`src/rtl/mips_fetch_stage_if.sv`:
```
// Fetch-stage signal bundle: pipeline controls in, instruction ROM port, IF/ID register out.
// The fetch stage takes the master view; the hazard logic, ROM and decode stage take the slave view.
interface mips_fetch_stage_if;
   logic        stall;
   logic        flush;
   logic        redirect_valid;
   logic [31:0] redirect_pc;
   logic [31:0] imem_raddr;
   logic        imem_ren;
   logic [31:0] imem_rdata;
   logic [31:0] pc_out;
   logic [31:0] if_id_instr;
   logic [31:0] if_id_pc4;
   logic        if_id_valid;
   logic        halted;

   modport master (
      input  stall, flush, redirect_valid, redirect_pc, imem_rdata,
      output imem_raddr, imem_ren, pc_out, if_id_instr, if_id_pc4, if_id_valid, halted
   );

   modport slave (
      output stall, flush, redirect_valid, redirect_pc, imem_rdata,
      input  imem_raddr, imem_ren, pc_out, if_id_instr, if_id_pc4, if_id_valid, halted
   );
endinterface

```
`src/rtl/mips_fetch_stage.sv`:
```
// MIPS instruction-fetch stage: PC, asynchronous ROM read port, IF/ID register,
// and a BOOT/RUN/HALTED controller that holds off ROM reads until preload and stops on break.
module mips_fetch_stage #(
   parameter logic [31:0] RESET_PC      = 32'h0000_0000,
   parameter bit          WORD_ADDR     = 1'b1,
   parameter bit          HALT_ON_BREAK = 1'b1
) (
   input  logic               clk,
   input  logic               rst_n,
   mips_fetch_stage_if.master bus
);

   localparam logic [1:0]  ST_BOOT     = 2'd0;
   localparam logic [1:0]  ST_RUN      = 2'd1;
   localparam logic [1:0]  ST_HALTED   = 2'd2;
   localparam logic [31:0] BREAK_INSTR = 32'h0000_000D;

   logic [1:0]  state_r, state_nxt_s;
   logic [31:0] pc_r, pc_nxt_s;
   logic [31:0] instr_r, instr_nxt_s;
   logic [31:0] pc4_r, pc4_nxt_s;
   logic        valid_r, valid_nxt_s;
   logic [31:0] pc_plus4_s;
   logic [31:0] target_s;
   logic        unused_s;

   function automatic logic is_break(input logic [31:0] word);
      return HALT_ON_BREAK && (word == BREAK_INSTR);
   endfunction

   assign pc_plus4_s = pc_r + 32'd4;
   assign target_s   = {bus.redirect_pc[31:2], 2'b00};
   assign unused_s   = ^bus.redirect_pc[1:0];

   // Next PC, controller state and IF/ID contents; redirect beats stall beats normal fetch.
   always_comb begin
      state_nxt_s = state_r;
      pc_nxt_s    = pc_r;
      instr_nxt_s = instr_r;
      pc4_nxt_s   = pc4_r;
      valid_nxt_s = valid_r;
      case (state_r)
         ST_BOOT: begin
            state_nxt_s = ST_RUN;
            instr_nxt_s = 32'd0;
            pc4_nxt_s   = 32'd0;
            valid_nxt_s = 1'b0;
            if (bus.redirect_valid) begin
               pc_nxt_s = target_s;
            end else begin
               pc_nxt_s = pc_r;
            end
         end
         ST_RUN: begin
            if (bus.redirect_valid) begin
               pc_nxt_s    = target_s;
               instr_nxt_s = 32'd0;
               pc4_nxt_s   = 32'd0;
               valid_nxt_s = 1'b0;
            end else if (bus.stall) begin
               if (bus.flush) begin
                  instr_nxt_s = 32'd0;
                  pc4_nxt_s   = 32'd0;
                  valid_nxt_s = 1'b0;
               end else begin
                  instr_nxt_s = instr_r;
               end
            end else if (bus.flush) begin
               pc_nxt_s    = pc_plus4_s;
               instr_nxt_s = 32'd0;
               pc4_nxt_s   = 32'd0;
               valid_nxt_s = 1'b0;
            end else begin
               instr_nxt_s = bus.imem_rdata;
               pc4_nxt_s   = pc_plus4_s;
               valid_nxt_s = 1'b1;
               // A captured break parks the PC on itself so a debugger sees where fetch stopped.
               if (is_break(bus.imem_rdata)) begin
                  pc_nxt_s    = pc_r;
                  state_nxt_s = ST_HALTED;
               end else begin
                  pc_nxt_s    = pc_plus4_s;
               end
            end
         end
         ST_HALTED: begin
            if (bus.redirect_valid) begin
               pc_nxt_s    = target_s;
               state_nxt_s = ST_RUN;
               instr_nxt_s = 32'd0;
               pc4_nxt_s   = 32'd0;
               valid_nxt_s = 1'b0;
            end else if (bus.stall) begin
               instr_nxt_s = instr_r;
            end else begin
               instr_nxt_s = 32'd0;
               pc4_nxt_s   = 32'd0;
               valid_nxt_s = 1'b0;
            end
         end
         default: begin
            state_nxt_s = ST_BOOT;
            instr_nxt_s = 32'd0;
            pc4_nxt_s   = 32'd0;
            valid_nxt_s = 1'b0;
         end
      endcase
   end

   // State registers with synchronous active-low reset.
   always_ff @(posedge clk) begin
      if (!rst_n) begin
         state_r <= ST_BOOT;
         pc_r    <= RESET_PC;
         instr_r <= 32'd0;
         pc4_r   <= 32'd0;
         valid_r <= 1'b0;
      end else begin
         state_r <= state_nxt_s;
         pc_r    <= pc_nxt_s;
         instr_r <= instr_nxt_s;
         pc4_r   <= pc4_nxt_s;
         valid_r <= valid_nxt_s;
      end
   end

   assign bus.imem_raddr  = WORD_ADDR ? {2'b00, pc_r[31:2]} : pc_r;
   assign bus.imem_ren    = (state_r == ST_RUN);
   assign bus.pc_out      = pc_r;
   assign bus.if_id_instr = instr_r;
   assign bus.if_id_pc4   = pc4_r;
   assign bus.if_id_valid = valid_r;
   assign bus.halted      = (state_r == ST_HALTED);

endmodule

```
`src/flat_wrapper.sv`:
```
// flat-port wrapper written by rule: the top's interface ports become plain ports
module mips_fetch_stage_flat 
#(
   parameter logic [31:0] RESET_PC      = 32'h0000_0000,
   parameter bit          WORD_ADDR     = 1'b1,
   parameter bit          HALT_ON_BREAK = 1'b1
)
  (clk, rst_n, bus_stall, bus_flush, bus_redirect_valid, bus_redirect_pc, bus_imem_rdata, bus_imem_raddr, bus_imem_ren, bus_pc_out, bus_if_id_instr, bus_if_id_pc4, bus_if_id_valid, bus_halted);
  mips_fetch_stage_if bus_i ();
  input  logic clk;
  input  logic rst_n;
  input wire logic [$bits(bus_i.stall)-1:0] bus_stall;
  input wire logic [$bits(bus_i.flush)-1:0] bus_flush;
  input wire logic [$bits(bus_i.redirect_valid)-1:0] bus_redirect_valid;
  input wire logic [$bits(bus_i.redirect_pc)-1:0] bus_redirect_pc;
  input wire logic [$bits(bus_i.imem_rdata)-1:0] bus_imem_rdata;
  output wire logic [$bits(bus_i.imem_raddr)-1:0] bus_imem_raddr;
  output wire logic [$bits(bus_i.imem_ren)-1:0] bus_imem_ren;
  output wire logic [$bits(bus_i.pc_out)-1:0] bus_pc_out;
  output wire logic [$bits(bus_i.if_id_instr)-1:0] bus_if_id_instr;
  output wire logic [$bits(bus_i.if_id_pc4)-1:0] bus_if_id_pc4;
  output wire logic [$bits(bus_i.if_id_valid)-1:0] bus_if_id_valid;
  output wire logic [$bits(bus_i.halted)-1:0] bus_halted;
  assign bus_i.stall = bus_stall;
  assign bus_i.flush = bus_flush;
  assign bus_i.redirect_valid = bus_redirect_valid;
  assign bus_i.redirect_pc = bus_redirect_pc;
  assign bus_i.imem_rdata = bus_imem_rdata;
  assign bus_imem_raddr = bus_i.imem_raddr;
  assign bus_imem_ren = bus_i.imem_ren;
  assign bus_pc_out = bus_i.pc_out;
  assign bus_if_id_instr = bus_i.if_id_instr;
  assign bus_if_id_pc4 = bus_i.if_id_pc4;
  assign bus_if_id_valid = bus_i.if_id_valid;
  assign bus_halted = bus_i.halted;
  mips_fetch_stage #(.RESET_PC(RESET_PC), .WORD_ADDR(WORD_ADDR), .HALT_ON_BREAK(HALT_ON_BREAK)) u_core (.clk(clk), .rst_n(rst_n), .bus(bus_i));
endmodule
```
`config.mk`:
```
export PLATFORM = sky130hd
export DESIGN_NAME = mips_fetch_stage_flat
export DESIGN_NICKNAME = d
export VERILOG_FILES = /design/src/rtl/mips_fetch_stage_if.sv /design/src/rtl/mips_fetch_stage.sv /design/src/flat_wrapper.sv
export SDC_FILE = /design/constraint.sdc
export NUM_CORES = 1
export LEC_CHECK = 0
export ABC_AREA = 1
export CAP_MARGIN = 20
export CORE_ASPECT_RATIO = 0.9
export CORE_MARGIN = 5
export CORE_UTILIZATION = 45
export CTS_CLUSTER_DIAMETER = 80
export DETAILED_ROUTE_END_ITERATION = 12
export MAX_ROUTING_LAYER = met4
export PLACE_DENSITY = 0.81
export SLEW_MARGIN = 25
export SYNTH_ARGS = -nofsm -noshare
export SYNTH_HDL_FRONTEND = slang
export SYNTH_SLANG_ARGS = --single-unit
```
`constraint.sdc`:
```
create_clock -name clk -period 2.1 [get_ports clk]
set_input_delay 0.42 -clock clk [delete_from_list [all_inputs] [get_ports clk]]
set_output_delay 0.42 -clock clk [all_outputs]
set_load 0.02 [all_outputs]
```
* After elaboration in Yosys (flattened, before gate mapping)
Cells that the tools add are included.
** Operators by class
- Add/subtract/negate cells :: 1
- Mux-type cells :: 30
- Equality and inequality tests :: 13
- Reduce and logical (&&, ||, !) cells :: 6
** Operator list (number)
- $mux W32 :: 14
- $pmux W32 S2 :: 3
- $add A32 B3 Y32 const B :: 1
- $eq A32 B4 Y1 const B :: 1
- $mux W2 :: 5
- $ne A2 B2 Y1 const B :: 4
- $ne A4 B4 Y1 const B :: 2
- $mux W1 :: 6
- $ne A3 B3 Y1 const B :: 2
- $pmux W2 S3 :: 1
- $reduce_and A5 Y1 :: 1
- $ne A2 B1 Y1 const B :: 2
- $reduce_and A4 Y1 :: 1
- $eq A2 B1 Y1 const B :: 1
- $eq A2 B2 Y1 const B :: 1
- $logic_not A2 Y1 :: 1
- $pmux W1 S2 :: 1
- $reduce_and A2 Y1 :: 1
- $reduce_bool A2 Y1 :: 1
- $reduce_or A2 Y1 :: 1
** Word-level totals
- Logic and storage cells :: 55
- Output and inout port bits :: 131
- Flip-flop bits (word level) :: 99
- Bits of input ports :: 69

* Logic depth before layout (Yosys ltp)
Gate-level depths: netlist of the first run.
- Depth after elaboration :: 6
- Gate-level depth with buffers :: 11
- Mapped depth without buffers :: 11

* Least setup slack after synthesis of the first run
Ideal clock, no wire load.
- Path kind :: register to register
- Start :: register u_core.pc_r[2], in the netlist u_core.bus.pc_out[2]
- End :: register u_core.pc_r[26], in the netlist u_core.bus.pc_out[26]
- Slack :: 366 ps
- Arrival time :: 1621 ps
- Cell stages (with the launch flop) :: 11
- Clock period less this slack :: 1734 ps
- Path buffers :: 0
- Data required time :: 1988 ps
- Library setup time :: 112 ps
- Cells stage by stage :: dfxtp_1 > ha_1 > nand2_2 > nor2_4 > nand2_4 > nor2_8 > nand3_1 > nand2_1 > nor2_1 > nor2_1 > nor2_2
** Between the ends
- Longest elaborated chain between the ends :: 6
** Ends and longest elaborated chain
- start: declaration :: RTL line mips_fetch_stage.sv:19 : logic [31:0] pc_r, pc_nxt_s;
- start signal: assignment :: RTL line mips_fetch_stage.sv:120 : pc_r <= pc_nxt_s;
- $add A32 B3 Y32 (*) :: RTL line mips_fetch_stage.sv:31 : assign pc_plus4_s = pc_r + 32'd4;
- $mux W32 :: RTL line mips_fetch_stage.sv:78 : if (is_break(bus.imem_rdata)) begin
- $mux W32 (*) :: RTL line mips_fetch_stage.sv:68 : end else if (bus.flush) begin
- $mux W32 (*) :: RTL line mips_fetch_stage.sv:60 : end else if (bus.stall) begin
- $mux W32 (*) :: RTL line mips_fetch_stage.sv:55 : if (bus.redirect_valid) begin
- $pmux W32 S2 (*) :: RTL line mips_fetch_stage.sv:42 : case (state_r)
Mark *: on every way between the ends. The rest lies on a longest branch, timed or not. The select of a mux whose other input is x is not followed.
A chain may end at the register's enable or synchronous reset.

* Worst setup path after layout of the first run
- Start :: register u_core.state_r[0]
- End :: output port bus_imem_ren
** Between the ends
- Longest elaborated chain between the ends :: 1
** Ends and longest elaborated chain
- start: declaration :: RTL line mips_fetch_stage.sv:18 : logic [1:0] state_r, state_nxt_s;
- start signal: assignment :: RTL line mips_fetch_stage.sv:119 : state_r <= state_nxt_s;
- $eq A2 B1 Y1 :: RTL line mips_fetch_stage.sv:128 : assign bus.imem_ren = (state_r == ST_RUN);
- end: declaration :: RTL line flat_wrapper.sv:18 : output wire logic [$bits(bus_i.imem_ren)-1:0] bus_imem_ren;
Every way passes these cells.

==> metrics.txt, run 1 <==
Initial Utilization=0.4622; Crit Path Max Fanout=5; Total GRT Usage=0.2329; Worst-Skew Late Latency=0.34 ns; vias=5744; cts hold-fix bufs=0; Hold Fails Final Rpt=0; busiest layer in global routing=met2; CP max stage delay=0.64 ns; clock sink total=96; Clock Tree Buf Depth=2; Final nets=1074; Setup Fix Bufs, Post-CTS=0; Leakage=3.063 nW; IO Pins=200; Mean Syn Cell Area=6.272 um^2; CP required=1.68 ns; Synth top area share=0.3622; met2 Use GR=0.3678; Hold WS=0.4599 ns; Mapped Cells=846; CTS Buf Count=9; core footprint=11480 um^2; Net Switching=1.290 mW; Synth area leaders=dfxtp_1 36%, nand2_1 24%, a21oi_1 7.4%; CTS HTree Levels=3; Critical Path AT=1.58 ns; IO buf count=193; # DRC=0; largest net degree at the start of global routing=45; vias per inst=4.935; share of cells above drive strength 1=0.06548; row count=37; Slew Limit Fails=0; combinational power share=0.206; critical path launch point type=flop; first-pass GRT wire length=26160 um; Clock Power Share=0.359; fmax=498.8 MHz; minimum clock period=2.005 ns; Synth Warn #=0; WS Path Type=flop to output port; DIE AREA=14070 um^2; die width=124.5 um; area leader, netlist=dfxtp_1; internal power=3.234 mW; GR Overflow Total=0; Setup crit end kind=output port; CP cell instances=inv_2 -> nor2_4 -> clkdlybuf4s50_1; final WL=16270 um; RSZ-0062 raised after global routing=no; setup ws final=0.09529 ns; max cap viols=0; Seq/Total Area, Yosys=0.3622; Die Span Y=113.0 um; Area Overhead vs Synth=41.19%; switching part of the total power=0.2852; M3 GR Usage=0.06135; outcome=complete, no violations; GP Congestion=0.9048; clk slew on worst S/H paths=0.06 ns; power per cell area=603.9 nW/um^2; fin crit share=0.9546; CP max-delay cell=clkdlybuf4s50_1; first-iteration detailed-routing DRC count=485; part of the power in registers=0.435; Inserted Diodes=0; Resized Gates After CTS=0; vias in the first global route=5400; mapped cell area=5306 um^2; #FFs+latches synth=96; Routed wire per std cell=13.98 um; met1 Track Usage GR=0.2908; Antenna Nets Post-Route=0; clock skew=0.006503 ns; initial antenna violation count=0; post-synth cell types=28; clock root buffer master=clkbuf_16; min-delay worst type=flop to flop; VDD IR-drop max=424.0 uV; CTS tree=built; Setup Slack @ Placement=-0.04239 ns; drt pass-1 iters=5; Post-DP HPWL=12380 um; Final Setup Violations=0
## synth_stat cells
| cell | count |
|---|---|
| inv_1 | 60 |
| nand4_1 | 3 |
| nand3_2 | 3 |
| buf_6 | 6 |
| o21ai_0 | 6 |
| buf_1 | 1 |
| clkbuf_1 | 16 |
| nand3_1 | 47 |
| buf_4 | 38 |
| nor2_4 | 7 |
| dfxtp_1 | 96 |
| inv_2 | 4 |
| nor3_1 | 1 |
| nor2_2 | 6 |
| nand2_4 | 2 |
| buf_2 | 8 |
| nor2_8 | 1 |
| nor2_1 | 103 |
| xor2_1 | 5 |
| o21ai_1 | 2 |
| conb_1 | 1 |
| clkinv_2 | 1 |
| a21oi_1 | 78 |
| nand2_2 | 6 |
| and2_1 | 4 |
| nand2_1 | 335 |
| nand3b_1 | 5 |
| ha_1 | 1 |
## kinds of logic (layout without fill, tap and decap cells)
kind of cell | after synthesis | after routing | synth area share
AND/OR/NAND/NOR | 523 | 523 | 0.4131
buffers and inverters | 134 | 293 | 0.1323
flip-flops | 96 | 96 | 0.3622
AO/OA/AOI/OAI | 86 | 86 | 0.08111
XOR/XNOR | 5 | 5 | 0.008252
adder cells (fa/ha/maj) | 1 | 1 | 0.002358
other | 1 | 4 | 0.0007067
## power by group through the flow
stage	clock [mW]	combinational (mW)	sequential, mW
6_report	1.62	0.932	1.97
3_3_place_gp	0	0.920	2.01
3_5_place_dp	0	0.931	2.01
4_1_cts	1.65	0.936	1.97
5_1_grt	1.73	1.02	1.98
2_1_floorplan	0	0.475	2.06
## worst paths after layout
kind	startpoint	endpoint	slack, ns	depth (start not counted)
setup reg to reg	u_core.bus.pc_out[11]$_SDFFE_PN0P_	u_core.bus.pc_out[26]$_SDFFE_PN0P_	0.35	9
hold / removal	u_core.bus.if_id_instr[15]$_SDFFE_PN0P_	u_core.bus.if_id_instr[15]$_SDFFE_PN0P_	0.46	2
setup / recovery	u_core.state_r[0]$_SDFFE_PN0P_	bus_imem_ren	0.1	3
hold reg to reg	u_core.bus.if_id_instr[15]$_SDFFE_PN0P_	u_core.bus.if_id_instr[15]$_SDFFE_PN0P_	0.46	2
## per-stage QoR
step	TNS [ns]	std cells	utilization	total power, mW	instance area (um^2)
2_1_floorplan	0	849	-	2.536	5318
3_3_place_gp	-0.02241	1149	0.6275	2.929	7204
3_5_place_dp	-0.1470	1149	0.6275	2.940	7204
4_1_cts	0	1164	0.6526	4.559	7492
5_1_grt	0	1164	0.6526	4.729	7492
6_report	0	1164	0.6526	4.525	7492
## area by class of cell
class	count	area, um^2
multi-input combinational	619	2698
timing repair buffer	213	2145
tap	156	195.2
sequential	96	1922
inverter	65	245.2
fill	1062	3989
clock buffer	10	229.0
clock inverter	5	58.81
## per-layer routing
layer | up-vias | share of wire
met2 | 230 | 0.46
met3 | 35 | 0.077
met4 | 0 | 0.026
met5 | - | 0
li1 | 2888 | -
met1 | 2591 | 0.44
## state kept, by name (all words and copies together) (netlist names)
name	count
u_core.bus.if_id_valid	1
u_core.bus.if_id_pc4	31
u_core.bus.pc_out	30
u_core.bus.if_id_instr	32
u_core.state_r	2
## cell usage in the layout, fill, tap and decap left out
cell,n
a21oi_1,77
a21oi_2,1
and2_1,4
buf_12,5
buf_4,15
bufinv_16,1
clkbuf_1,1
clkbuf_16,9
clkdlybuf4s50_1,193
clkinv_2,2
clkinv_4,1
clkinvlp_4,2
conb_1,4
dfxtp_1,96
ha_1,1
inv_1,59
inv_2,5
nand2_1,335
nand2_2,6
nand2_4,2
nand3_1,47
nand3_2,3
nand3b_1,5
nand4_1,3
nor2_1,103
nor2_2,6
nor2_4,7
nor2_8,1
nor3_1,1
o21ai_0,6
o21ai_1,2
xor2_1,5
## critical path: cells and delay by family (launching register included)
family                 cells  cell delay [ns]
and+or+nand+nor            1             0.12
DFF                        1             0.40
buffers and inverters      2             0.73
Power figures use the tool's default switching activity.
==> run 2, diff against run 1 <==
- TNS_END_PERCENT: not set -> 5
==> results of run 2 <==
Same layout as run 1: the final DEF is identical, and so are final timing and power.
==> run 3, diff against run 2 <==
- SETUP_SLACK_MARGIN: not set -> 0.3
- SKIP_LAST_GASP: not set -> 1
==> run 3 against run 2 <==
Via count is 0.26% higher. Non-clock buffer count did not move. Clock power about the same. Sequential share of layout area about the same. Largest power group unchanged. Combinational power about the same. Clock-buffer cell count unchanged.
==> metrics.txt, run 3 (synthesized netlist as in run 1, its figures left out) <==
outcome=complete, no violations; GP Congestion=0.9048; Total GRT Usage=0.2329; Post-DP HPWL=12380 um; CP cell instances=clkdlybuf4s50_1; power per cell area=603.3 nW/um^2; Crit Path Max Fanout=6; Critical Path AT=1.46 ns; reg2reg end=u_core.bus.pc_out[16]$_SDFFE_PN0P_; first-iteration detailed-routing DRC count=500; clock sink total=96; CP delay by family, top=buffers and inverters; cts hold-fix bufs=0; Setup crit end kind=output port; vias in the first global route=5400; Hold Fails Final Rpt=0; # DRC=0; Setup Slack @ Placement=-0.04239 ns; CTS Buf Count=9; crit path from=u_core.bus.pc_out[6]$_SDFFE_PN0P_; Inserted Diodes=0; Slew Limit Fails=0; Final nets=1074; Die Span Y=113.0 um; clock root buffer master=clkbuf_16; IO buf count=193; minimum clock period=1.876 ns; worst path bufs/invs=1; Finished Core Util=0.6532; Worst-Skew Late Latency=0.33 ns; WS Path Type=flop to output port; fmax=533.1 MHz; min-delay worst type=flop to flop; CTS HTree Levels=3; Initial Utilization=0.4622; final WL=16330 um; CP required=1.68 ns; vias=5759; clock skew=0.005778 ns; die width=124.5 um; fin crit share=0.8933; clk slew on worst S/H paths=0.06 ns; RR Startpoint=u_core.bus.pc_out[2]$_SDFFE_PN0P_; first-pass GRT wire length=26160 um; critical path launch point type=flop; DIE AREA=14070 um^2; share of cells above drive strength 1=0.06647; vias per inst=4.948; max cap viols=0; setup ws final=0.2241 ns; core footprint=11480 um^2; Final Setup Violations=0; Antenna Nets Post-Route=0; worst setup path end=bus_imem_raddr[4]; CTS tree=built; Worst R2R Setup Slack=0.39 ns; CP max-delay cell=clkdlybuf4s50_1; initial antenna violation count=0; IO Pins=200; Clock Tree Buf Depth=2; most frequent cells in the layout=335 x nand2_1, 186 x clkdlybuf4s50_1, 103 x nor2_1, 95 x dfxtp_1, 77 x a21oi_1; drt pass-1 iters=5; VDD IR-drop max=424.3 uV; Routed wire per std cell=14.03 um; commonest non-fill, non-tap cell in the layout=nand2_1; Leakage=3.131 nW; Area Overhead vs Synth=41.33%; Reg2Reg Depth=11; CP max stage delay=0.66 ns; largest net degree at the start of global routing=45; RSZ-0062 raised after global routing=yes; max reg flops=32; GR Overflow Total=0; hold_sp=u_core.bus.if_id_instr[15]$_SDFFE_PN0P_; Worst path depth=1; row count=37
==> run 3: changes by cell type in the layout (fill, tap and decap cells not counted), sizes merged <==
| cell | delta |
|---|---|
| clkdlybuf4s50 | -7 |
| dlymetal6s2s | +4 |
| dlygate4sd2 | +3 |
==> run 3: worst min-delay path by stage <==
stage,endpoint,slack (ns),cells after the start
final,u_core.bus.if_id_instr[15]$_SDFFE_PN0P_,0.46,2
after global routing,u_core.bus.if_id_instr[27]$_SDFFE_PN0P_,0.48,2
after CTS,u_core.bus.if_id_instr[8]$_SDFFE_PN0P_,0.46,2
after detailed placement,u_core.bus.if_id_instr[15]$_SDFFE_PN0P_,0.45,2
after global placement,u_core.bus.if_id_instr[0]$_SDFFE_PN0P_,0.45,2
after floorplan,u_core.bus.if_id_pc4[1]$_SDFFE_PN0P_,0.53,2
==> run 3: repair_timing <==
item,CTS,global route
buffers inserted,0,0
gates resized for setup,3,5
endpoints found under the setup margin,61,102
==> run 3: area by class of cell <==
| type | count | area (um^2) |
|---|---|---|
| Inverter | 65 | 245.2 |
| Sequential cell | 96 | 1923 |
| Multi-Input combinational cell | 619 | 2698 |
| Timing Repair Buffer | 213 | 2151 |
| Clock inverter | 5 | 58.81 |
| Tap cell | 156 | 195.2 |
| Fill cell | 1060 | 3981 |
| Clock buffer | 10 | 229.0 |
==> run 3: report_power, final <==
group | internal [mW] | switching [mW]
combinational | 0.432 | 0.499
sequential | 1.88 | 0.0884
clock | 0.918 | 0.706
==> run 3: tightest hold or removal path, delay by kind of cell, from the launching register on <==
family | cells | cell delay, ns
AOI/OAI and AO/OA | 1 | 0.05
DFF | 1 | 0.31
and+or+nand+nor | 1 | 0.06
==> run 3: per-stage QoR <==
step | hold slack [ns] | power (mW) | instances | area, um^2 | setup TNS [ns]
after floorplan | 0.5269 | 2.536 | 849 | 5318 | 0
after global routing | 0.4761 | 4.726 | 1164 | 7500 | 0
after global placement | 0.4474 | 2.929 | 1149 | 7204 | -0.02241
after detailed placement | 0.4527 | 2.940 | 1149 | 7204 | -0.1470
final | 0.4596 | 4.524 | 1164 | 7500 | 0
after CTS | 0.4618 | 4.556 | 1164 | 7488 | 0
==> run 3: layer usage <==
layer,share of wire,vias up,GRT usage,wire [um]
li1,-,2888,-,-
met1,0.43,2603,0.2908,7024
met2,0.47,237,0.3678,7646
met3,0.077,31,0.06135,1264
met4,0.024,0,0.08035,396
met5,0,-,-,0
